[src/rtl/crc73_pkg.sv]
// crc73_pkg: shared widths, single-error syndromes, framing states and check function for the (7,3) code
package crc73_pkg;
  localparam int CW_W = 7;
  localparam int DATA_W = 3;
  localparam int CRC_W = 4;
  localparam logic [CRC_W-1:0] SYN_D2 = 4'b1011;
  localparam logic [CRC_W-1:0] SYN_D1 = 4'b1110;
  localparam logic [CRC_W-1:0] SYN_D0 = 4'b0111;
  localparam logic [CRC_W-1:0] SYN_C3 = 4'b1000;
  localparam logic [CRC_W-1:0] SYN_C2 = 4'b0100;
  localparam logic [CRC_W-1:0] SYN_C1 = 4'b0010;
  localparam logic [CRC_W-1:0] SYN_C0 = 4'b0001;
  typedef enum logic {S_HUNT, S_RECV} state_t;
  function automatic logic [CRC_W-1:0] crc73_check(input logic [DATA_W-1:0] d);
    return {d[2] ^ d[1], d[1] ^ d[0], d[2] ^ d[1] ^ d[0], d[2] ^ d[0]};
  endfunction
endpackage

[src/rtl/crc73_syndrome.sv]
// crc73_syndrome: combinational check recompute, syndrome and (optionally corrected) data for one codeword
// ports: cw codeword in; check recomputed check bits; syndrome check ^ cw[3:0]; data report data; uncorr not a single-bit error
// build option: CRC_CORRECT_EN flips the data bit named by a data-bit syndrome; otherwise data is raw
module crc73_syndrome import crc73_pkg::*; (
  input  logic [CW_W-1:0]   cw,
  output logic [CRC_W-1:0]  check,
  output logic [CRC_W-1:0]  syndrome,
  output logic [DATA_W-1:0] data,
  output logic              uncorr
);
  always_comb begin
    check = crc73_check(cw[CW_W-1:CRC_W]);
    syndrome = check ^ cw[CRC_W-1:0];
`ifdef CRC_CORRECT_EN
    data = cw[CW_W-1:CRC_W] ^ {syndrome == SYN_D2, syndrome == SYN_D1, syndrome == SYN_D0};
    uncorr = (syndrome != '0) && !(syndrome inside {SYN_D2, SYN_D1, SYN_D0, SYN_C3, SYN_C2, SYN_C1, SYN_C0});
`else
    data = cw[CW_W-1:CRC_W];
    uncorr = syndrome != '0;
`endif
  end
endmodule

[src/rtl/crc_check_three_rx.sv]
// crc_check_three_rx: serial (7,3) codeword checker with framing, registered per-frame report and saturating error count
// ports: i_clk/i_rst clock and async active-high reset; i_bit/i_bit_vld/i_sync serial bit, valid, frame-start mark;
//        o_data/o_syndrome/o_err/o_uncorr frame report strobed by o_data_vld; o_drop partial-frame discard; o_err_cnt error frames
// build option: CRC_CORRECT_EN (applied inside crc73_syndrome) enables single-bit data correction
module crc_check_three_rx import crc73_pkg::*; #(
  parameter int ERR_CNT_W = 8
) (
  input  logic                 i_clk,
  input  logic                 i_rst,
  input  logic                 i_bit,
  input  logic                 i_bit_vld,
  input  logic                 i_sync,
  output logic [DATA_W-1:0]    o_data,
  output logic                 o_data_vld,
  output logic [CRC_W-1:0]     o_syndrome,
  output logic                 o_err,
  output logic                 o_uncorr,
  output logic                 o_drop,
  output logic [ERR_CNT_W-1:0] o_err_cnt
);
  state_t state, state_nxt;
  logic [2:0] cnt, cnt_nxt;
  logic [CW_W-2:0] sr;
  logic [CW_W-1:0] cw;
  logic [CRC_W-1:0] check, syn;
  logic [DATA_W-1:0] data;
  logic uncorr, start, take, drop, done, err;
  // the bit being sampled completes the codeword when it is cw[0]
  assign cw = {sr, i_bit};
  crc73_syndrome u_syn (
    .cw(cw),
    .check(check),
    .syndrome(syn),
    .data(data),
    .uncorr(uncorr)
  );
  always_comb begin
    start = i_bit_vld & i_sync;
    take = i_bit_vld & (i_sync | (state == S_RECV));
    state_nxt = start ? S_RECV : state;
    cnt_nxt = !take ? cnt : start ? 3'd1 : (cnt == 3'd6) ? 3'd0 : cnt + 3'd1;
  end
  always_comb begin
    drop = start & (cnt != 3'd0);
    done = take & !i_sync & (cnt == 3'd6);
    err = check != cw[CRC_W-1:0];
  end
  always_ff @(posedge i_clk or posedge i_rst) begin
    if (i_rst) begin
      state <= S_HUNT;
      cnt <= '0;
      sr <= '0;
      o_data <= '0;
      o_data_vld <= 1'b0;
      o_syndrome <= '0;
      o_err <= 1'b0;
      o_uncorr <= 1'b0;
      o_drop <= 1'b0;
      o_err_cnt <= '0;
    end else begin
      state <= state_nxt;
      cnt <= cnt_nxt;
      o_data_vld <= done;
      o_drop <= drop;
      if (take) sr <= start ? {{(CW_W-2){1'b0}}, i_bit} : cw[CW_W-2:0];
      if (done) begin
        o_data <= data;
        o_syndrome <= syn;
        o_err <= err;
        o_uncorr <= uncorr;
        if (err && o_err_cnt != '1) o_err_cnt <= o_err_cnt + ERR_CNT_W'(1);
      end
    end
  end
endmodule

[config.mk]
export PLATFORM = sky130hd
export DESIGN_NAME = crc_check_three_rx
export DESIGN_NICKNAME = d
export VERILOG_FILES = /design/src/rtl/crc73_pkg.sv /design/src/rtl/crc73_syndrome.sv /design/src/rtl/crc_check_three_rx.sv
export SDC_FILE = /design/constraint.sdc
export NUM_CORES = 1
export LEC_CHECK = 0
export ABC_CLOCK_PERIOD_IN_PS = 3050
export CORE_UTILIZATION = 45
export DETAILED_ROUTE_END_ITERATION = 6
export PLACE_DENSITY_LB_ADDON = 0.15
export SLEW_MARGIN = 25
export SYNTH_ARGS = -nofsm -noshare
export SYNTH_HDL_FRONTEND = slang
export SYNTH_SLANG_ARGS = --single-unit
[constraint.sdc]
create_clock -name i_clk -period 3.05 [get_ports i_clk]
set_input_delay 0.61 -clock i_clk [delete_from_list [all_inputs] [get_ports i_clk]]
set_output_delay 0.61 -clock i_clk [all_outputs]
set_load 0.005 [all_outputs]
==> results of run 1 <==
[stage by stage]
| stage | area [sq um] | hold slack, ns | std cells |
|---|---|---|---|
| 5_1_grt | 1629 | 0.5138 | 170 |
| 3_3_place_gp | 1593 | 0.4749 | 166 |
| 2_1_floorplan | 1334 | 0.4780 | 114 |
| 6_report | 1629 | 0.4844 | 170 |
| 3_5_place_dp | 1593 | 0.4870 | 166 |
| 4_1_cts | 1629 | 0.4903 | 170 |
[Yosys cell counts, types with 2 or more instances]
cell / n
nand3_1: 4
nor3_1: 3
mux2_2: 8
buf_2: 2
nor4_1: 2
nand2_1: 6
nand4_1: 2
dfrtp_1: 28
nor2_1: 3
xnor2_1: 7
a21oi_1: 5
o22ai_1: 4
o21ai_0: 3
a22o_1: 4
inv_1: 5
nand2_2: 2
xor2_1: 7
[final timing paths]
check / startpoint / end / slack, ns / depth (start not counted)
max: i_bit_vld / o_err_cnt[5] / 0.89 / 6
min: i_rst / sr[1] / 0.48 / 2
max reg2reg: sr[3] / o_err_cnt[1] / 1.15 / 5
min reg2reg: o_err_cnt[5] / o_err_cnt[5] / 0.51 / 1
max in group asynchronous: i_rst / o_err_cnt[5] / 2.00 / 3
min in group i_clk: o_err_cnt[5] / o_err_cnt[5] / 0.51 / 1
[cell type report]
cell class | instances | area [sq um] | share of cell area
Clock buffer | 4 | 36.28 | 0.02227
Inverter | 5 | 18.77 | 0.01152
Tap cell | 31 | 38.79 | 0.02381
Sequential cell | 28 | 700.7 | 0.4301
Timing Repair Buffer | 26 | 252.7 | 0.1551
Multi-Input combinational cell | 76 | 581.8 | 0.3571
[critical path: stages]
cell	delay [ns]
clkdlybuf4s50_1	0.65
nand2_2	0.16
nor4_4	0.36
nand2_2	0.14
nor4_1	0.32
xor2_1	0.18
[metal layers]
layer / GRT usage / wire [um] / up-vias
li1: - / - / 456
met1: 0.2361 / 1108 / 471
met2: 0.2941 / 1232 / 21
met3: 0.04378 / 94 / 2
met4: 0.03136 / 13 / 0
met5: 0 / 0 / -
[state kept, by name, indices dropped and copies added (netlist names)]
signal / flops
sr: 6
cnt: 3
o_err_cnt: 8
o_syndrome: 4
o_data_vld: 1
o_err: 1
o_data: 3
o_drop: 1
state: 1
[power by group through the flow]
stage	Clock (uW)	Sequential, uW	Combinational, uW
after floorplan	0	454	105
after global placement	0	457	180
after detailed placement	0	460	185
after CTS	184	453	187
after global routing	202	461	204
final	177	452	183
[kinds of logic after synthesis]
family | count (synthesis) | synth area share
simple gates | 32 | 0.1557
flops | 28 | 0.5253
compound gates | 21 | 0.1116
xor+xnor | 14 | 0.09193
buf+inv | 10 | 0.03846
mux | 8 | 0.06754
fa+ha+maj | 1 | 0.009379
==> Implementation_results.wiki, run 1 <==
{| class="wikitable"
! Metric !! Value
|-
| Outcome || complete, no violations
|-
| Maximum vdd ir drop || 370.4 uV
|-
| Part of the total power dissipated in combinational logic || 0.226
|-
| Clock transition at path regs || around 0.14 ns
|-
| DRC violations left || 0
|-
| Horizontal extent of the die || 56.44 um
|-
| Leakage power || 0.0007332 uW
|-
| Antenna diodes || 0
|-
| Initial core utilization || 0.4795
|-
| Critical path arrival || 2.42 ns
|-
| Overflow left after global routing || 0
|-
| Power consumption || 811.8 uW
|-
| Clock skew after layout || between 0.005 and 0.006 ns
|-
| Sequential fraction of the synthesis area || 0.5253
|-
| Top cells by area in the synthesized netlist || dfrtp_1, mux2_2, xnor2_1
|-
| Longest Clk Path Bufs || 2
|-
| Power spent charging and discharging nets || 216.2 uW
|-
| Number of buffers added by the clock tree synthesis step || 3
|-
| Critical setup path kind || input pin to flop
|-
| Max_slew headroom || 0.7467
|-
| Half-perimeter wire length after detailed placement || 1.777 mm
|-
| Final estimated routing congestion in global placement || 0.7010
|-
| Post-CTS resize count || 0
|-
| Type of the tightest min-delay check || input pin to asynchronous set/reset pin
|-
| Count of input and output buffers || 23
|-
| Filler cell count || 261
|-
| Clk Latency, worst-skew pair || 0.32 ns
|-
| Tmin final || approximately 2.2 ns
|-
| Post-synthesis net count || 120
|-
| Library cell with the largest summed area after synthesis || dfrtp_1
|-
| Antenna viol nets, final || 0
|-
| Final critical-path setup slack || 0.8886 ns
|-
| Die Height || 56.44 um
|-
| Synth Area per Inst || 11.70 sq um
|-
| Number of register bits inferred by synthesis || 28
|-
| Number of core rows || 19
|-
| Crit. End Element || flop
|-
| Max FO, Critical Path || 9
|-
| Total count of hold-check failures in the final report || 0
|-
| Via total after detailed routing || 950
|-
| Total number of H-tree levels || 1
|-
| Distinct cell type count after synthesis || 36
|-
| Count of final setup violators || 0
|-
| Final-layout setup total negative slack || 0 ns
|-
| Switching power share of the total || 0.2663
|-
| Worst Max-Slew Pin Slew || 0.3747 ns
|-
| Share of post-route cells with drive strength above 1 || 0.1583
|-
| Buffer type at the clock tree root || clkbuf_4
|-
| Per-cell routed wire length || 14.41 um
|-
| Initial antenna violation count || 0
|-
| Number of sinks driven by the clock tree || 28
|-
| Maximum number of pins on one net before global-route repair || 23
|-
| Die Footprint || around 3200 sq um
|-
| Router iterations before antenna repair || 4
|-
| Fraction of synthesized cell area taken by the top area cell type || 0.5253
|-
| Placement Setup Slack || 0.5331 ns
|-
| Most common cell after layout, fill and taps aside || dfrtp_1
|-
| Share of flip-flops with an asynchronous set or reset after synthesis || 1.000
|-
| Vias per cell || 5.588
|-
| Power share of the clock group || 0.218
|-
| Part of the power in registers || 0.557
|-
| Post-CTS Setup Bufs || 0
|-
| Via count of the first global-routing pass || 965
|-
| Area growth from synthesis to final layout || 22.14%
|-
| Detailed Route WL || 2.449 mm
|-
| Global routing usage summed across all routing layers || 0.1767
|-
| Timing-limited maximum frequency || between 400 and 500 MHz
|-
| Boundary Pins || 24
|-
| RSZ-0062 raised after global routing || no
|-
| Int Power || 595.6 uW
|-
| Portion of the clock cycle consumed by the worst path in the final layout || 0.7087
|-
| Worst setup SP type || input pin
|-
| Violation count after the first detailed-route iteration || 20
|-
| Standard cell core area || between 2000 and 3000 sq um
|-
| Final max-slew violation count || 0
|-
| Pwr dens || 498.3 nW/um^2
|-
| Global-route wire length before repair || 4.422 mm
|-
| Synthesis warning total || 0
|-
| CTS tree || done
|-
| Post-synthesis instance area || approximately 1300 sq um
|-
| Number of nets at the end of the flow || 146
|-
| Number of enable-type register cells in the synthesized netlist || 0
|-
| Required time at the worst-slack endpoint || 3.31 ns
|-
| Count of mapped cells out of synthesis || 114
|-
| Core utilization of the finished layout || 0.5857
|-
| Top_reg_cell synth || dfrtp_1
|-
| Post-cts hold buffer count || 0
|-
| Max-cap viol count || 0
|-
| Commonest non-fill, non-tap cells in the layout || dfrtp_1, clkdlybuf4s50_1, mux2_2
|}
Note: power is estimated with default switching activity, not from simulation.
==> run 2, diff against run 1 <==
- ABC_CLOCK_PERIOD_IN_PS: 3050 -> 2200
- clock period: 3.05 -> 2.2 ns (I/O delays scaled with it)
==> Implementation_results.wiki, run 2 (synthesis gave the netlist of run 1 again) <==
{| class="wikitable"
! Metric !! Value
|-
| Number of flip-flops under the largest register name || 8 (unchanged)
|-
| Overflow left after global routing || 0 (unchanged)
|-
| Final-layout setup total negative slack || 0 ns (unchanged)
|-
| Die Height || 56.44 um (unchanged)
|-
| Global-route wire length before repair || 4.181 mm (was 4.422 mm)
|-
| Horizontal extent of the die || 56.44 um (unchanged)
|-
| Number of buffers added by the clock tree synthesis step || 3 (unchanged)
|-
| Clock transition at path regs || 0.14 ns (about the same)
|-
| Maximum vdd ir drop || 493.1 uV (was 370.4 uV)
|-
| RSZ-0062 raised after global routing || no (unchanged)
|-
| Clk Latency, worst-skew pair || 0.32 ns (about the same)
|-
| Die Footprint || 3185 sq um (unchanged)
|-
| Registers with the highest flip-flop counts || o_err_cnt: 8 flops, sr: 6 flops, o_syndrome: 4 flops (unchanged)
|-
| Global routing usage summed across all routing layers || 0.1653 (was 0.1767)
|-
| Standard cell core area || 2781 sq um (unchanged)
|-
| Buffer type at the clock tree root || clkbuf_4 (unchanged)
|-
| Post-CTS resize count || 0 (unchanged)
|-
| Antenna diodes || 0 (unchanged)
|-
| Number of core rows || 19 (unchanged)
|-
| Detailed Route WL || 2.453 mm (was 2.449 mm)
|-
| Required time at the worst-slack endpoint || 2.46 ns (was 3.31 ns)
|-
| Critical-path top delay cell || clkdlybuf4s50_1 (unchanged)
|-
| Per-cell routed wire length || 13.94 um (was 14.41 um)
|-
| Placement Setup Slack || 0.03088 ns (was 0.5331 ns)
|-
| DRC violations left || 0 (unchanged)
|-
| Violation count after the first detailed-route iteration || 14 (was 20)
|-
| Share of post-route cells with drive strength above 1 || 0.1931 (was 0.1583)
|-
| Max FO, Critical Path || 5 (was 9)
|-
| Initial antenna violation count || 0 (unchanged)
|-
| Router iterations before antenna repair || 4 (unchanged)
|-
| Antenna viol nets, final || 0 (unchanged)
|-
| Cell area after placement || 1645 sq um (was 1593 sq um)
|-
| Critical setup path kind || input pin to flop (unchanged)
|-
| Longest Clk Path Bufs || 2 (unchanged)
|-
| Area growth from synthesis to final layout || 25.05% (was 22.14%)
|-
| Cells traversed along the worst timing path || clkdlybuf4s50_1, xnor2_1, nor3_1, o22a_4, nor4_1, xor2_1 (was clkdlybuf4s50_1, nand2_2, nor4_4, nand2_2, nor4_1, xor2_1)
|-
| Largest stage delay on the critical path || 0.43 ns (was 0.65 ns)
|-
| Via count of the first global-routing pass || 942 (was 965)
|-
| Outcome || complete, no violations (unchanged)
|-
| Core utilization of the finished layout || 0.5996 (was 0.5857)
|-
| Type of the tightest min-delay check || input pin to asynchronous set/reset pin (unchanged)
|-
| Commonest non-fill, non-tap cells in the layout || dfrtp_1, clkdlybuf4s50_1, buf_4 (was dfrtp_1, clkdlybuf4s50_1, mux2_2)
|-
| CTS tree || done (unchanged)
|-
| Post-cts hold buffer count || 0 (unchanged)
|-
| Total number of H-tree levels || 1 (unchanged)
|-
| Number of sinks driven by the clock tree || 28 (unchanged)
|-
| Post-CTS Setup Bufs || 0 (unchanged)
|-
| Total count of hold-check failures in the final report || 0 (unchanged)
|-
| Half-perimeter wire length after detailed placement || 1.824 mm (was 1.777 mm)
|-
| Placed cell count || 173 (was 166)
|-
| Clock skew after layout || 0.01301 ns (was 0.005534 ns)
|-
| Post-Layout Inst Area || 1668 sq um (was 1629 sq um)
|-
| Register ranked first by flip-flop count || o_err_cnt (unchanged)
|-
| Final estimated routing congestion in global placement || 0.7482 (was 0.7010)
|-
| Maximum number of pins on one net before global-route repair || 29 (was 23)
|-
| Final standard cell count with taps included and fillers excluded || 176 (was 170)
|-
| Cell family contributing the most delay on the critical path || simple AND/OR/NAND/NOR gates (unchanged)
|-
| Final max-slew violation count || 0 (unchanged)
|-
| Worst setup SP type || input pin (unchanged)
|-
| Via total after detailed routing || 946 (was 950)
|-
| Max-cap viol count || 0 (unchanged)
|-
| Leakage power || 0.0007592 uW (was 0.0007332 uW)
|-
| Critical path arrival || 2.07 ns (was 2.42 ns)
|-
| Boundary Pins || 24 (unchanged)
|-
| Count of final setup violators || 0 (unchanged)
|-
| Tmin final || 1.810 ns
|-
| Initial core utilization || 0.4795 (unchanged)
|-
| Buffer and inverter count on the worst path || 1 (unchanged)
|-
| Vias per cell || 5.375 (was 5.588)
|-
| Crit. End Element || flop (unchanged)
|-
| Most common cell after layout, fill and taps aside || dfrtp_1 (unchanged)
|-
| Final critical-path setup slack || 0.3900 ns (was 0.8886 ns)
|-
| Portion of the clock cycle consumed by the worst path in the final layout || 0.8227
|-
| Timing-limited maximum frequency || 552.5 MHz
|-
| Number of nets at the end of the flow || 153 (was 146)
|-
| Count of input and output buffers || 23 (unchanged)
|-
| Worst Max-Slew Pin Slew || 0.3524 ns (was 0.3747 ns)
|-
| Max_slew headroom || 0.7633 (was 0.7467)
|-
| Pwr dens || 653.1 nW/um^2 (was 498.3 nW/um^2)
|}
==> run 2: layout make-up <==
cell class / instances / area [sq um]
inverter: 5 / 18.77
fill: 234 / 1114
timing repair buffer: 33 / 305.3
clock buffer: 3 / 22.52
multi-input combinational: 76 / 581.8
sequential: 28 / 700.7
tap: 31 / 38.79
==> run 2: per-layer routing <==
metal / share of wire / GRT usage / vias up
met5: 0 / 0 / -
met2: 0.47 / 0.2655 / 15
met3: 0.026 / 0.02535 / 2
met4: 0.0077 / 0.05226 / 0
met1: 0.50 / 0.2294 / 458
li1: - / - / 471
==> run 2: worst reg2reg max path, stage by stage (launching register included) <==
cell     delay (ns)
dfrtp_1        0.46
xor2_1         0.35
and3_2         0.27
o22ai_1        0.10
nand3_1        0.14
mux2_2         0.34
==> run 2: stage by stage <==
step | power, uW | hold slack, ns
floorplan | 775.1 | 0.4780
global placement | 896.1 | 0.4795
detailed placement | 903.4 | 0.4809
CTS | 1104 | 0.5028
global route | 1154 | 0.5163
finish | 1089 | 0.4953
==> run 2: where the power goes <==
part | switching [uW] | internal, uW
clock | 135 | 63.9
combinational | 103 | 162
sequential | 54.6 | 571
==> run 2: worst paths after layout <==
| check | startpoint | endpoint | slack [ns] | cells past startpoint |
|---|---|---|---|---|
| max in group asynchronous | i_rst | sr[1] | 1.43 | 3 |
| min in group i_clk | o_err_cnt[5] | o_err_cnt[5] | 0.50 | 1 |
| setup / recovery | i_bit | o_err_cnt[7] | 0.39 | 6 |
| hold reg to reg | o_err_cnt[5] | o_err_cnt[5] | 0.50 | 1 |
| setup reg to reg | sr[4] | o_err_cnt[1] | 0.44 | 5 |
| hold / removal | i_rst | o_err_cnt[7] | 0.50 | 3 |
